[src/rtl/vslc_seg7_scan.sv]
// Two-digit multiplexed seven-segment scanner.
// Cycles DIG0 -> DEAD0 -> DIG1 -> DEAD1 with programmable dwell times.
// New values are double-buffered and take effect only at a frame boundary,
// so a frame never shows a mix of old and new digits.
module vslc_seg7_scan #(
   parameter int DIGIT_CYCLES = 2048,
   parameter int DEAD_CYCLES  = 16
) (
   input  logic       CLK,
   input  logic       rst,
   input  logic [7:0] value,
   input  logic [1:0] dp_in,
   input  logic       load,
   input  logic       blank,
   input  logic       zero_suppress,
   output logic [6:0] seg,
   output logic       dp,
   output logic       en1,
   output logic       en2,
   output logic       frame_done
);

   localparam int MAX_CYC = (DIGIT_CYCLES > DEAD_CYCLES) ? DIGIT_CYCLES : DEAD_CYCLES;
   localparam int CNT_W   = (MAX_CYC > 1) ? $clog2(MAX_CYC) : 1;
   localparam logic [CNT_W-1:0] DIG_LAST  = CNT_W'(DIGIT_CYCLES - 1);
   localparam logic [CNT_W-1:0] DEAD_LAST = CNT_W'(DEAD_CYCLES - 1);

   typedef enum logic [1:0] {DIG0, DEAD0, DIG1, DEAD1} state_e;

   state_e           state_q, state_d;
   logic [CNT_W-1:0] cnt_q, cnt_d;
   logic             lastCycle;
   logic             transfer;

   // Display word layout: {dp1, dp0, nibble1, nibble0}
   logic [9:0]       disp_q, disp_d;
   logic [9:0]       pend_q, pend_d;
   logic             pendValid_q, pendValid_d;

   logic [6:0]       seg_q, seg_d;
   logic             dp_q, dp_d;
   logic             en1_q, en1_d;
   logic             en2_q, en2_d;
   logic             frameDone_q, frameDone_d;
   logic [3:0]       nib;

   function automatic logic [6:0] hexDecode(input logic [3:0] n);
      logic [6:0] s;
      case (n)
         4'h0: s = 7'h3F;
         4'h1: s = 7'h06;
         4'h2: s = 7'h5B;
         4'h3: s = 7'h4F;
         4'h4: s = 7'h66;
         4'h5: s = 7'h6D;
         4'h6: s = 7'h7D;
         4'h7: s = 7'h07;
         4'h8: s = 7'h7F;
         4'h9: s = 7'h6F;
         4'hA: s = 7'h77;
         4'hB: s = 7'h7C;
         4'hC: s = 7'h39;
         4'hD: s = 7'h5E;
         4'hE: s = 7'h79;
         default: s = 7'h71;
      endcase
      return s;
   endfunction

   // State and dwell counter; reset parks in DEAD1 so the first frame starts cleanly
   always_ff @(posedge CLK or posedge rst) begin
      if (rst) begin
         state_q <= DEAD1;
         cnt_q   <= '0;
      end else begin
         state_q <= state_d;
         cnt_q   <= cnt_d;
      end
   end

   // Next state: advance when the dwell for the current state has elapsed
   always_comb begin
      state_d   = state_q;
      cnt_d     = cnt_q + CNT_W'(1);
      lastCycle = (state_q == DIG0 || state_q == DIG1) ? (cnt_q == DIG_LAST)
                                                       : (cnt_q == DEAD_LAST);
      if (lastCycle) begin
         cnt_d = '0;
         case (state_q)
            DIG0:    state_d = DEAD0;
            DEAD0:   state_d = DIG1;
            DIG1:    state_d = DEAD1;
            default: state_d = DIG0;
         endcase
      end
      transfer = (state_q == DEAD1) && lastCycle;
   end

   // Double buffer: loads land in pending, pending moves to display at the frame boundary
   always_comb begin
      disp_d      = disp_q;
      pend_d      = pend_q;
      pendValid_d = pendValid_q;
      if (load) begin
         pend_d = {dp_in, value};
      end
      if (transfer) begin
         if (load) begin
            disp_d = {dp_in, value};
         end else if (pendValid_q) begin
            disp_d = pend_q;
         end
         pendValid_d = 1'b0;
      end else if (load) begin
         pendValid_d = 1'b1;
      end
   end

   // Display and pending buffers
   always_ff @(posedge CLK or posedge rst) begin
      if (rst) begin
         disp_q      <= '0;
         pend_q      <= '0;
         pendValid_q <= 1'b0;
      end else begin
         disp_q      <= disp_d;
         pend_q      <= pend_d;
         pendValid_q <= pendValid_d;
      end
   end

   // Outputs decoded from the upcoming state so the registered pins line up with it
   always_comb begin
      seg_d       = '0;
      dp_d        = 1'b0;
      en1_d       = 1'b0;
      en2_d       = 1'b0;
      nib         = '0;
      frameDone_d = (state_d == DEAD1) && (cnt_d == DEAD_LAST);
      case (state_d)
         DIG0: begin
            nib   = disp_d[3:0];
            en1_d = 1'b1;
            seg_d = hexDecode(nib);
            dp_d  = disp_d[8];
         end
         DIG1: begin
            nib = disp_d[7:4];
            if (!(zero_suppress && nib == 4'h0)) begin
               en2_d = 1'b1;
               seg_d = hexDecode(nib);
               dp_d  = disp_d[9];
            end
         end
         default: ;
      endcase
      if (blank) begin
         seg_d = '0;
         dp_d  = 1'b0;
         en1_d = 1'b0;
         en2_d = 1'b0;
      end
   end

   // Output registers
   always_ff @(posedge CLK or posedge rst) begin
      if (rst) begin
         seg_q       <= '0;
         dp_q        <= 1'b0;
         en1_q       <= 1'b0;
         en2_q       <= 1'b0;
         frameDone_q <= 1'b0;
      end else begin
         seg_q       <= seg_d;
         dp_q        <= dp_d;
         en1_q       <= en1_d;
         en2_q       <= en2_d;
         frameDone_q <= frameDone_d;
      end
   end

   assign seg        = seg_q;
   assign dp         = dp_q;
   assign en1        = en1_q;
   assign en2        = en2_q;
   assign frame_done = frameDone_q;

endmodule

[config.mk]
export PLATFORM = sky130hd
export DESIGN_NAME = vslc_seg7_scan
export DESIGN_NICKNAME = d
export VERILOG_FILES = /design/src/rtl/vslc_seg7_scan.sv
export SDC_FILE = /design/constraint.sdc
export NUM_CORES = 1
export LEC_CHECK = 0
export ABC_AREA = 1
export BUFFER_PORTS_ARGS = -buffer_cell sky130_fd_sc_hd__buf_4
export CAP_MARGIN = 20
export CORE_MARGIN = 2
export CORE_UTILIZATION = 58
export DETAILED_ROUTE_END_ITERATION = 8
export GPL_TIMING_DRIVEN = 0
export PLACE_DENSITY = 0.81
export RECOVER_POWER = 50
export SLEW_MARGIN = 20
export SYNTH_ARGS = -nofsm -noshare
export SYNTH_HDL_FRONTEND = slang
export SYNTH_SLANG_ARGS = --single-unit
export TNS_END_PERCENT = 30
[constraint.sdc]
create_clock -name CLK -period 3.24 [get_ports CLK]
set_input_delay 0.324 -clock CLK [delete_from_list [all_inputs] [get_ports CLK]]
set_output_delay 0.324 -clock CLK [all_outputs]
set_load 0.02 [all_outputs]
Yosys cells after proc, flatten, opt, wreduce, memory -nomap -nowiden
Memories as Yosys holds them, arrays and structs flattened.
Index checks and enable logic that the tools add are counted.
{ "op_classes": {"addsub": 1, "multipliers": 0, "div_mod_pow": 0, "order_cmp": 0, "n_eq_ne": 8, "shift": 0, "n_mux": 20, "bitwise_logic": 0, "reduce_logical": 8} }
{ "op_table": {"columns": ["cell", "n"], "rows": [
  ["2-to-1 mux 10 bit", 3],
  ["== test 11 x 4 -> 1 bit, second input constant", 2],
  ["2-to-1 mux 7 bit", 2],
  ["case mux 7 bit (2 select lines)", 1],
  ["adder 11 x 1 -> 11 bit, second input constant", 1],
  ["== test 11 bit, second input constant", 1],
  ["2-to-1 mux 11 bit", 1],
  ["2-to-1 mux 1 bit", 10],
  ["== test 2 bit, second input constant", 4],
  ["case mux 2 bit (3 select lines)", 1],
  ["logical NOT 2 bit", 2],
  ["logical NOT 4 bit", 1],
  ["logical AND 1 bit", 3],
  ["== test 2 x 1 -> 1 bit, second input constant", 1],
  ["2-to-1 mux 2 bit", 1],
  ["case mux 1 bit (2 select lines)", 1],
  ["nonzero test 2 bit", 1],
  ["logical OR 1 bit", 1]
]} }
{ "word_totals": {"regBits": 45, "latch_bits": 0, "ram_bits": 0, "mem_bits_ro": 224, "in_bits": 15, "out_inout_bits": 11, "memories": 2} }
{ "mem_list": {"columns": ["memory", "depth", "word_bits", "rd", "rd_ports_with_merged_regs", "wr", "line", "rtl"], "rows": [
  ["(name not given)", 16, 7, 1, 0, 0, "49", "case (n)"],
  ["(name not given)", 16, 7, 1, 0, 0, "49", null]
]} }

Depth between registers and ports, before layout
{ "logic_depth": {"word_depth": 10, "mapped_depth": 18, "mapped_depth_nobuf": 18} }

Least setup slack after synthesis
Ideal clock, no wire load.
{ "synth_timing": {"path_kind": "flip-flop to flip-flop", "start": "reg state_q[0]", "end": "reg seg_q[2] (netlist: seg[2])", "setup_ns": 0.132, "arrival_time_ns": 2.515, "t_required_ns": 3.108, "slack_ns": 0.593, "stages_incl_launch_ff": 16, "period_less_slack_ns": 2.647, "path_cell_list": "dfstp_2 > inv_1 > ha_1 > nor2_1 > inv_1 > nand2_1 > nand2_2 > nand3_2 > inv_2 > o21ai_0 > inv_1 > ha_1 > nor3_1 > nor2_1 > nor2_1 > nor2_1"} }
{ "synth_via": {"word_cells_on_any_way": 19, "cone_classes": "eq/ne (4); mux (7); reduce/logical (6); memory (2)"} }
{ "synth_rtl": {"columns": ["item", "line", "rtl"], "rows": [
  ["start, declared", "30", "state_e state_q, state_d;"],
  ["start signal, assigned", "76", "state_q <= state_d;"],
  ["== test 2 bit or logical NOT 2 bit (tied branches)", "85", "lastCycle = (state_q == DIG0 || state_q == DIG1) ? (cnt_q == DIG_LAST)"],
  ["logical OR 1 bit", "85", null],
  ["2-to-1 mux 1 bit", "85", null],
  ["logical AND 1 bit (*)", "96", "transfer = (state_q == DEAD1) && lastCycle;"],
  ["2-to-1 mux 10 bit (*)", "107", "if (transfer) begin"],
  ["net disp_d[0]", "36", "logic [9:0] disp_q, disp_d;"],
  ["memory (16 x 7 bit) (*)", null, null],
  ["case mux 7 bit (2 select lines) (*)", "140", "case (state_d)"],
  ["2-to-1 mux 7 bit (*)", "157", "if (blank) begin"],
  ["net seg_d[2]", "40", "logic [6:0] seg_q, seg_d;"],
  ["end signal, assigned", "174", "seg_q <= seg_d;"],
  ["end, declared", "40", null]
]} }
Mark *: on every way through the listed nets, which the timed path passes. The rest lies on a longest branch.
A chain may end at the register's enable or synchronous reset.

Worst setup path after layout
{ "layout_timing": {"start": "reg state_q[0]", "end": "reg seg_q[3] (netlist: seg[3])"} }
The elaborated chain is that of the path after synthesis.

==> results.tsv <==
stage	metric	value	unit
power_and_ir_drop	Total Power	1.10	mW
sta	Fin Setup TNS	0	ps
yosys	Synth warnings	0	
min_path	Hold Path Class	input pin to async pin	
clock_tree	TritonCTS buffer count	5	
layout	fraction of layout cells with a size suffix above 1	18.5	%
route	DR pass1 iterations	4	
layout	antenna fix cells	0	
layout	Layout fillers	365	
yosys	leading post-synthesis cells by cell area	dfrtp_1 (42%), nand2_1 (15%), ha_1 (6.4%), nor2_1 (5.4%), inv_1 (4.9%)	
sta	Hold Vio Cnt, Final	0	
route	Vias	2162	
outcome	outcome	complete, no violations	
layout	P&R area growth vs syn	14.6	%
floorplanning	Die X	70.3	um
clock_tree	H-Tree Depth	2	
layout	Layout Utilization	68.1	%
route	WL per Instance	12.4	um
yosys	leading cell type by number of instances after synthesis	nand2_1	
floorplanning	effective utilization at floorplan	59.4	%
sta	Clock Skew	10.8	ps
placement	Final GP Congestion	0.869	
grt	initial antenna violation count	0	
clock_tree	Worst-path clk slew	90	ps
placement	HPWL Detailed	3850	um
route	Residual DRC	0	
grt	Total GRT Usage	23.2	%
yosys	Synth area leader	dfrtp_1	
worst_setup_path	critical path arrival	3100	ps
sta	final cycle utilization of the critical path	89.0	%
floorplanning	FP Rows	24	
yosys	Commonest cells post-synth	nand2_1 (104), dfrtp_1 (43), nor2_1 (37)	
clock_tree	root buffer cell	clkbuf_8	
yosys	Syn Inst Count	330	
sta	maximum clock frequency	347	MHz
clock_tree	CTS Buffer Depth	2	
sta	RSZ-0062 raised after global routing	no	
layout	multi-input logic area	0.00126	mm2
floorplanning	Die Span Y	70.3	um
layout	total area of sequential cells	0.00113	mm2
sta	Final setup viols	0	
yosys	ys flop type	dfrtp_1	
layout	# nets final	390	
yosys	number of synthesized flops with an enable pin	0	
route	final wirelength	5130	um
route	via/cell ratio	5.21	
floorplanning	Die ar.	0.00495	mm2
route	drt initial violations	128	
grt	largest net degree at the start of global routing	24	
clock_tree	# clock sinks	45	
yosys	unique cell type count in the Yosys netlist	33	
grt	total grt overflow	0	
power_and_ir_drop	maximum vdd drop	0.307	mV
worst_setup_path	kind of critical path	flop to flop	
sta	min cycle time layout	2880	ps
grt	global-route wire length before repair	9180	um
floorplanning	I/O Pins	26	
yosys	top-area cell type share of the netlist area	42.2	%
sta	slew of the pin with the lowest slew margin	1220	ps
yosys	Seq cells post-synth	45	
worst_setup_path	Worst EP required	3460	ps
yosys	asr flop ratio synth	100	%
worst_setup_path	critical path endpoint category	flop	
power_and_ir_drop	Leakage	1.58	nW
sta	Worst slew margin	19.0	%
power_and_ir_drop	PwrDens	378	mW/mm2
yosys	Syn Nets	358	
worst_setup_path	R2R setup slack	360	ps
yosys	Seq/Total Area, Yosys	44.2	%
sta	Final Slew Violations	0	
grt	vias in the first global route	2216	
worst_setup_path	CP Max Fanout	10	
route	Routed Antenna Nets	0	
clock_tree	CTS tree	built	
yosys	average size of a mapped cell	7.73	um2
job	maxcap violations	0	
placement	I/O Buffers	24	
clock_tree	setup bufs post-CTS	0	
yosys	Post-Syn Area	0.00255	mm2
floorplanning	CORE AREA	0.00429	mm2
worst_setup_path	type of origin of the critical path	flop	
clock_tree	Skew-Pair Late Insertion Delay	300	ps
-- state kept, by name (all words and copies together), names as in the netlist --
name	count
cnt_q	11
disp_q	10
dp	1
en1	1
en2	1
frame_done	1
pendValid_q	1
pend_q	10
seg	7
state_q	2
-- power breakdown --
group,internal [mW],switching (mW)
combinational,0.0312,0.0512
sequential,0.578,0.00611
clock,0.251,0.188
-- logic make-up (layout without fill, tap and decap cells) --
logic type | Yosys count | in the layout | synth area share (%)
buf+inv | 42 | 75 | 6.52
fa+ha+maj | 13 | 13 | 6.37
simple gates | 196 | 196 | 34.4
flops | 45 | 45 | 44.2
compound gates | 34 | 34 | 8.53
-- path summary, 6_finish.rpt --
path,from,to,cells after the start
min in group CLK,value[4],pend_q[4]$_DFFE_PP0P_,3
worst max-delay path,state_q[0]$_DFF_PP1_,seg[3]$_DFF_PP0_,15
worst min register to register,pend_q[4]$_DFFE_PP0P_,pend_q[4]$_DFFE_PP0P_,2
worst max register to register,state_q[0]$_DFF_PP1_,seg[3]$_DFF_PP0_,15
max in group asynchronous,rst,cnt_q[6]$_DFF_PP0_,3
worst min-delay path,rst,pend_q[6]$_DFFE_PP0P_,2
-- repair_timing --
item	in CTS	in global routing
hold buffers	0	0
resized for setup	0	2
endpoints found under the setup margin	0	7
-- through the flow --
| step | worst slack (ps) | instance area [um2] | cells | hold slack [ps] |
|---|---|---|---|---|
| after floorplan | 593 | 2550 | 330 | 431 |
| final | 357 | 2930 | 415 | 199 |
| after global routing | 14.4 | 2930 | 415 | 259 |
| after global placement | 240 | 2800 | 406 | 445 |
| after CTS | 127 | 2950 | 415 | 77.7 |
| after detailed placement | 142 | 2830 | 407 | 399 |
-- worst max-delay path, cell delays in order (launching register included) --
cell and delay [ps]:
dfstp_2 560, inv_1 70, ha_1 190, nor2_1 180, nand3_1 110, nand2_2 140
nand4_2 160, buf_6 190, o21ai_2 250, inv_1 160, ha_1 340, nand3_1 100
nand2_1 70, nand2_1 60, nand3_1 70, a21oi_1 150
-- cell usage in the layout (no fill, tap or decap), types with 6 or more instances in the layout --
master | synthesis | routed
nand2_1 | 104 | 104
buf_4 | 0 | 22
a21oi_1 | 9 | 9
nand2_2 | 10 | 10
nor3_1 | 6 | 6
o21ai_0 | 11 | 10
nor2_1 | 37 | 37
nand3_1 | 22 | 22
clkbuf_8 | 0 | 6
ha_1 | 13 | 13
dfrtp_1 | 43 | 43
inv_1 | 33 | 33
-- layout make-up --
cell class / instances / area share, %
inverter: 38 / 4.88
sequential: 45 / 38.6
buffer: 4 / 0.813
multi-input combinational: 243 / 43.1
clock buffer: 6 / 2.82
clock inverter: 2 / 1.28
timing repair buffer: 25 / 6.29
tap: 52 / 2.22
-- routing by layer --
| layer | vias to the layer above | track usage (%) | share of wire [%] |
|---|---|---|---|
| met5 | - | 0 | 0 |
| met2 | 55 | 41.5 | 53 |
| met3 | 6 | 5.48 | 4.5 |
| met4 | 0 | 8.12 | 1.2 |
| met1 | 991 | 26.9 | 41 |
| li1 | 1110 | - | - |
Note: power is estimated with default switching activity, not from simulation.
